**src/rtl/hit_sensor_conditioner.sv**
```systemverilog
// hit_sensor_conditioner: turns three raw box sensors into clean single-cycle hit events
// Ports:
//   CLOCK_50       system clock, 50 MHz
//   reset          asynchronous, active-high
//   enable         game running; hits are accepted only while high
//   GPIO_1[2:0]    raw active-high sensor lines, asynchronous to CLOCK_50
//   hit_valid      one-cycle pulse per accepted hit
//   hit_box[2:0]   1/2/3 for sensor 0/1/2 of the last accepted hit, 0 = none since reset
//   multi_hit      set with hit_valid when more than one line rose in the accepting cycle
//   sensor_stable  debounced line levels
//   busy           high while in LOCKOUT or RELEASE
// Optional build macro HIT_STATS_EN adds saturating hit_count[7:0] and reject_count[7:0].
module hit_sensor_conditioner #(
    parameter int DEBOUNCE_CYCLES = 500000,
    parameter int LOCKOUT_CYCLES  = 5000000,
    parameter int CNT_W           = 23
) (
    input  logic       CLOCK_50,
    input  logic       reset,
    input  logic       enable,
    input  logic [2:0] GPIO_1,
    output logic       hit_valid,
    output logic [2:0] hit_box,
    output logic       multi_hit,
    output logic [2:0] sensor_stable,
    output logic       busy
`ifdef HIT_STATS_EN
    ,
    output logic [7:0] hit_count,
    output logic [7:0] reject_count
`endif
);
    localparam logic [1:0] ARMED   = 2'd0;
    localparam logic [1:0] LOCKOUT = 2'd1;
    localparam logic [1:0] RELEASE = 2'd2;
    localparam logic [CNT_W-1:0] DEB_MAX  = CNT_W'(DEBOUNCE_CYCLES - 1);
    localparam logic [CNT_W-1:0] LOCK_MAX = CNT_W'(LOCKOUT_CYCLES - 1);

    logic [2:0]       meta, sync, stable, stable_q, rise, code;
    logic [CNT_W-1:0] cnt [3];
    logic [CNT_W-1:0] lock_cnt;
    logic [1:0]       state;
    logic             multi, accept;

    assign sensor_stable = stable;
    assign busy          = state != ARMED;
    assign rise          = stable & ~stable_q;
    assign code          = rise[0] ? 3'd1 : rise[1] ? 3'd2 : rise[2] ? 3'd3 : 3'd0;
    assign multi         = (rise[0] & rise[1]) | (rise[0] & rise[2]) | (rise[1] & rise[2]);
    assign accept        = enable && state == ARMED && |rise;

    // Synchroniser and per-line debounce; runs independently of enable and FSM state.
    always_ff @(posedge CLOCK_50 or posedge reset)
        if (reset) begin
            meta     <= '0;
            sync     <= '0;
            stable   <= '0;
            stable_q <= '0;
            for (int i = 0; i < 3; i++) cnt[i] <= '0;
        end else begin
            meta     <= GPIO_1;
            sync     <= meta;
            stable_q <= stable;
            for (int i = 0; i < 3; i++)
                if (sync[i] == stable[i]) cnt[i] <= '0;
                else if (cnt[i] == DEB_MAX) begin
                    stable[i] <= sync[i];
                    cnt[i]    <= '0;
                end else cnt[i] <= cnt[i] + 1'b1;
        end

    // Hit FSM: accept one strike, wait out the lockout, then wait for all lines
    // to settle low so a held sensor cannot retrigger.
    always_ff @(posedge CLOCK_50 or posedge reset)
        if (reset) begin
            state     <= ARMED;
            lock_cnt  <= '0;
            hit_valid <= 1'b0;
            hit_box   <= '0;
            multi_hit <= 1'b0;
        end else begin
            hit_valid <= 1'b0;
            if (!enable) begin
                state    <= ARMED;
                lock_cnt <= '0;
            end else if (state == ARMED) begin
                if (accept) begin
                    hit_valid <= 1'b1;
                    hit_box   <= code;
                    multi_hit <= multi;
                    lock_cnt  <= LOCK_MAX;
                    state     <= LOCKOUT;
                end
            end else if (state == LOCKOUT) begin
                if (lock_cnt == '0) state <= RELEASE;
                else lock_cnt <= lock_cnt - 1'b1;
            end else if (stable == 3'b000) state <= ARMED;
        end

`ifdef HIT_STATS_EN
    always_ff @(posedge CLOCK_50 or posedge reset)
        if (reset) begin
            hit_count    <= '0;
            reject_count <= '0;
        end else if (enable) begin
            if (accept && hit_count != 8'hff) hit_count <= hit_count + 1'b1;
            if (|rise && state != ARMED && reject_count != 8'hff) reject_count <= reject_count + 1'b1;
        end
`endif
endmodule

```
**config.mk**
```make
export PLATFORM = sky130hd
export DESIGN_NAME = hit_sensor_conditioner
export DESIGN_NICKNAME = d
export VERILOG_FILES = /design/src/rtl/hit_sensor_conditioner.sv
export SDC_FILE = /design/constraint.sdc
export NUM_CORES = 1
export LEC_CHECK = 0
export ABC_CLOCK_PERIOD_IN_PS = 10600
export CELL_PAD_IN_SITES_DETAIL_PLACEMENT = 1
export CELL_PAD_IN_SITES_GLOBAL_PLACEMENT = 1
export CORE_ASPECT_RATIO = 1.25
export CORE_MARGIN = 1
export CORE_UTILIZATION = 52
export DETAILED_ROUTE_END_ITERATION = 16
export GPL_ROUTABILITY_DRIVEN = 0
export GPL_TIMING_DRIVEN = 0
export PLACE_DENSITY = 0.92
export SYNTH_ARGS = -nofsm -noshare
export SYNTH_HDL_FRONTEND = slang
export SYNTH_SLANG_ARGS = --single-unit
```
**constraint.sdc**
```tcl
create_clock -name CLOCK_50 -period 10.6 [get_ports CLOCK_50]
set_input_delay 2.12 -clock CLOCK_50 [delete_from_list [all_inputs] [get_ports CLOCK_50]]
set_output_delay 2.12 -clock CLOCK_50 [all_outputs]
set_load 0.005 [all_outputs]
```
* Yosys cells after proc, flatten, opt, wreduce, memory -nomap -nowiden
Cells that the tools add are included.
** Storage, ports and cells
- Word-level logic and storage cells :: 76
- Output and inout bits :: 9
- Bits in registers :: 111
** Operators by class
- Mux-type cells :: 23
- Equality and inequality tests :: 12
- Add/sub/neg operators :: 4
- Reduce and logical (&&, ||, !) cells :: 13
- Bitwise logic cells :: 10
** Operators with widths (number)
- two-way mux 23 bit :: 11
- adder 23 x 1 -> 23 bit (second input constant) :: 3
- == test 23 x 19 -> 1 bit (second input constant) :: 3
- zero test 23 bit :: 1
- subtractor 23 x 1 -> 23 bit (second input constant) :: 1
- two-way mux 2 bit :: 9
- AND reduction 3 bit :: 3
- inequality test 3 bit (second input constant) :: 2
- AND reduction 2 bit :: 3
- inequality test 4 x 1 -> 1 bit (second input constant) :: 1
- inequality test 4 x 3 -> 1 bit (second input constant) :: 1
- AND 1 bit :: 3
- AND 3 bit :: 1
- == test 1 bit :: 3
- zero test 3 bit :: 1
- two-way mux 1 bit :: 3
- inequality test 3 x 1 -> 1 bit (second input constant) :: 1
- NOT 1 bit :: 3
- NOT 3 bit :: 1
- OR reduction 3 bit :: 1
- == test 2 x 1 -> 1 bit (second input constant) :: 1
- logical AND 1 bit :: 2
- zero test 2 bit :: 1
- bitwise OR 1 bit :: 2
- nonzero test 2 bit :: 1

* Longest topological paths before layout
- Depth in word-level cells :: 7
- Depth in mapped cells :: 8

* Least setup slack after synthesis
OpenSTA, ideal clock, no wires.
- Path kind :: input -> register
- Start point :: in enable
- End point :: reg lock_cnt[13]
- Path buffers :: 1
- Path slack :: 7.210 ns
- Library setup time :: 0.144 ns
- Stages :: 6
- Arrival :: 3.246 ns
- Cell sequence :: clkbuf_1 > nand2b_1 > o41ai_1 > a21o_1 > or4_1 > a21oi_1
** On the way
- Cells in the longest elaborated chain, start to end :: 4
** Ends and longest elaborated chain
- start: declaration :: line 20 : input logic enable,
- logical AND 1 bit (2 in a row) :: line 50 : assign accept = enable && state == ARMED && |rise;
- inequality test 3 bit (no source line)
- AND reduction 3 bit (no source line)
- end signal: assignment :: line 96 : else lock_cnt <= lock_cnt - 1'b1;
- end: declaration :: line 41 : logic [CNT_W-1:0] lock_cnt;
Several ways; a longest one is shown, not always the timed one.
A chain may end at the register's enable or synchronous reset.

* Worst setup path in the final report
- Start point :: reg state[1]
- End point :: out busy
** On the way
- Cells in the longest elaborated chain, start to end :: 1
** Ends and longest elaborated chain
- start: declaration :: line 42 : logic [1:0] state;
- start signal: assignment :: line 76 : state <= ARMED;
- start signal: assignment :: line 84 : state <= ARMED;
- start signal: assignment :: line 92 : state <= LOCKOUT;
- nonzero test 2 bit :: line 46 : assign busy = state != ARMED;
- end: declaration :: line 26 : output logic busy
No other way between the ends.

==> impl_summary.log <==
[metrics] outcome: finished clean
[metrics] most frequent cell after synthesis: sky130_fd_sc_hd__dfrtp_1
[metrics] Tightest Hold Check Type: reg -> reg
[metrics] number of antenna violations at the first check in global routing: 0
[metrics] Gate Count Post-Synth: 554
[metrics] cell count of the worst hold path: 0
[metrics] count of warnings emitted by yosys: 0
[metrics] post-CTS setup-driven buffer insertion count: 0
[metrics] worst-margin pin slew: 1.12 ns
[metrics] final routed wire length divided by cell count: 19.3 microns
[metrics] endpoint of the worst-slack reg-to-reg timing path: lock_cnt[14]$_DFFE_PP0P_
[metrics] Power Density: 163 nW/um^2
[metrics] Setup crit start: state[1]$_DFFE_PP0P_
[metrics] largest net degree at the start of global routing: 58
[metrics] level count of the clock H-tree: 3
[metrics] clock buffer depth: 2
[metrics] CTS-repair resized insts: 0
[metrics] Finish-stage setup viols: 0
[metrics] Congestion Overflow GR: 0
[metrics] hold endpoint: sync[0]$_DFF_PP0_
[metrics] synthesized flop and latch total: 110
[metrics] number of port buffers: 12
[metrics] number of buffers created by CTS: 9
[metrics] overall power after layout: 982 uW
[metrics] synth top area cells: sky130_fd_sc_hd__dfrtp_1 51%, sky130_fd_sc_hd__nor2_1 6.7%, sky130_fd_sc_hd__xnor2_1 6.3%
[metrics] post-detail-place hpwl: 9.37 mm
[metrics] sequential element share of the synthesized area: 0.509
[metrics] minimum clock period after layout: 4.17 ns
[metrics] portion of synthesized cell area occupied by the leading cell type: 0.509
[metrics] Clk pin slew, worst setup/hold paths: 0.07 ns
[metrics] primary flip-flop cell chosen by synthesis mapping: sky130_fd_sc_hd__dfrtp_1
[metrics] number of synthesized flops with an enable pin: 0
[metrics] maximum fanout along the worst path: 10
[metrics] iteration-0 DRC count of the detailed router: 136
[metrics] starting utilization of the core area: 0.535
[metrics] fraction of final layout cells sized beyond drive strength 1: 0.0481
[metrics] vias in the first global route: 4750
[metrics] slack of the worst reg-to-reg path: 7.86 ns
[metrics] core area: 10100 sq um
[metrics] total number of clock tree sinks: 110
[metrics] remaining max-slew budget at the tightest pin: 0.243
[metrics] total number of nets in the final design: 588
[metrics] io pins: 15
[metrics] count of antenna diodes in the layout: 0
[metrics] maximum VDD drop: 0.0779 mV
[metrics] critical path class: reg -> out
[metrics] global routing usage summed across all routing layers: 0.277
[metrics] First-pass DRT Iterations: 4
[metrics] layout-stage area growth over the synthesis result: 11.1%
[metrics] number of buffers inserted by hold repair at cts: 0
[metrics] achievable clock frequency: 240 MHz
[metrics] share of flip-flops with an asynchronous set or reset: 1.00
[metrics] non-filler cells in the finished layout: 711
[metrics] via total after detailed routing: 4373
[metrics] setup clock skew after layout: 0.0111 ns
[metrics] number of nets still failing antenna checks after routing: 0
[metrics] leakage: 0.00253 uW
[metrics] Via density: 6.15
[metrics] Worst Reg-to-Reg Cells: 8
[metrics] placement-stage cell area: 5720 sq um
[metrics] Hold Worst Slack: 0.351 ns
[metrics] start point of the worst min-delay path: meta[0]$_DFF_PP0_
[metrics] die area: 10800 sq um
[metrics] setup repair after global routing missed its margin: false
[metrics] number of nets produced by synthesis: 564
[metrics] CTS tree: done
[metrics] total routed wirelength: 13.7 mm
[metrics] total instance count after detailed placement: 696
[metrics] filler instances: 1113
[metrics] critical path data arrival time: 2.05 ns
[metrics] first-pass GRT wire length: 23.2 mm
[metrics] Pins Over Slew Limit: 0
[metrics] final routed DRC violation total: 0
[metrics] type of origin of the critical path: flip-flop
[metrics] kind of capture point of the worst setup path: output pin
[metrics] final worst-path cycle share: 0.394
[metrics] Crit path required time: 8.48 ns
[metrics] Max-cap violations: 0
[metrics] y dimension of the die: 116 microns
[metrics] placement row count: 41
[metrics] number of hold-slack violations in the final timing report: 0
[metrics] synthesized cell area: 5410 sq um
[metrics] final standard cell area without fillers: 6010 sq um
[metrics] sum of negative setup slack: 0 ns
[metrics] commonest cells in the synthesized netlist: 110 x sky130_fd_sc_hd__dfrtp_1, 96 x sky130_fd_sc_hd__nor2_1, 39 x sky130_fd_sc_hd__nand2_1, 39 x sky130_fd_sc_hd__xnor2_1, 29 x sky130_fd_sc_hd__xor2_1
[metrics] cell type with the highest aggregate area in the netlist: sky130_fd_sc_hd__dfrtp_1
[metrics] Synth cell types: 54
[metrics] Worst R2R Start: lock_cnt[0]$_DFFE_PP0P_
[metrics] die extent in x: 93.2 microns
[metrics] clock root buffer: sky130_fd_sc_hd__clkbuf_16
[metrics] synthesized area per cell: 9.76 sq um
[metrics] latest clock arrival within the worst-skew pair: 0.36 ns
## through the flow
stage / utilization / setup slack, ns
after global placement: 0.563 / 4.06
after CTS: 0.594 / 6.42
after global routing: 0.594 / 6.32
final: 0.594 / 6.43
after floorplan: - / 5.58
after detailed placement: 0.566 / 6.60
## critical path, cell delays in order, from the launching register on
cell                              delay, ns
sky130_fd_sc_hd__dfrtp_1               0.37
sky130_fd_sc_hd__clkbuf_1              0.21
sky130_fd_sc_hd__nor2_1                0.26
sky130_fd_sc_hd__clkinv_1              0.33
sky130_fd_sc_hd__clkdlybuf4s50_1       0.54
## placed cells by master, fill, tap and decap left out, types with 9 or more instances in the layout
cell type / netlist / final
sky130_fd_sc_hd__xor2_1: 29 / 29
sky130_fd_sc_hd__a21oi_1: 21 / 21
sky130_fd_sc_hd__o21ai_0: 11 / 11
sky130_fd_sc_hd__and3_1: 9 / 9
sky130_fd_sc_hd__dfrtp_1: 110 / 110
sky130_fd_sc_hd__nand2_1: 39 / 39
sky130_fd_sc_hd__nand4_1: 19 / 19
sky130_fd_sc_hd__nor4_1: 10 / 10
sky130_fd_sc_hd__inv_1: 15 / 14
sky130_fd_sc_hd__nand3_1: 22 / 22
sky130_fd_sc_hd__clkbuf_16: 0 / 9
sky130_fd_sc_hd__xnor2_1: 39 / 39
sky130_fd_sc_hd__clkdlybuf4s50_1: 0 / 12
sky130_fd_sc_hd__clkbuf_1: 12 / 13
sky130_fd_sc_hd__nor2_1: 96 / 96
sky130_fd_sc_hd__nor3_1: 23 / 23
## metal layers
metal / wire [microns] / up-vias / GRT usage
met1: 5690 / 2264 / 0.325
met2: 7250 / 81 / 0.494
met4: 399 / 0 / 0.131
li1: - / 1988 / -
met5: 0 / - / 0
met3: 380 / 40 / 0.0466
## where the power goes
part / switching (uW) / internal [uW] / leakage, uW
Combinational: 123 / 75.6 / 0.000880
Sequential: 17.0 / 435 / 0.00151
Clock: 153 / 178 / 0.000138
## kinds of logic (layout without fill, tap and decap cells)
group / after synthesis / count (layout) / synth area share
other: 1 / 1 / 0.000693
and+or+nand+nor: 272 / 272 / 0.258
xor gates and xnor gates: 68 / 68 / 0.110
AOI/OAI and AO/OA: 64 / 64 / 0.0796
DFF: 110 / 110 / 0.509
buffers and inverters: 29 / 57 / 0.0208
muxes: 6 / 6 / 0.0120
adders and majority gates: 4 / 4 / 0.00926
## worst max path at each step
stage	to	slack (ns)	cells after the start
after floorplan	cnt[0]$_DFF_PP0_	5.58	1
after global placement	cnt[56]$_DFF_PP0_	4.06	2
after detailed placement	lock_cnt[13]$_DFFE_PP0P_	6.60	6
after CTS	busy	6.42	4
after global routing	busy	6.32	4
final	busy	6.43	4
## final cells by class
type,instances,area [sq um],share of cell area
Clock inverter,2,16.3,0.00271
Inverter,16,62.6,0.0104
Timing Repair Buffer,13,148,0.0246
Buffer,13,52.6,0.00875
Clock buffer,13,270,0.0450
Tap cell,129,161,0.0269
Sequential cell,110,2750,0.458
Multi-Input combinational cell,415,2540,0.423
## flip-flops by register name, indices dropped and copies added, names as in the netlist
name	cells
cnt	69
hit_box	2
hit_valid	1
lock_cnt	23
meta	3
multi_hit	1
sensor_stable	3
stable_q	3
state	2
sync	3
Power figures use the tool's default switching activity.
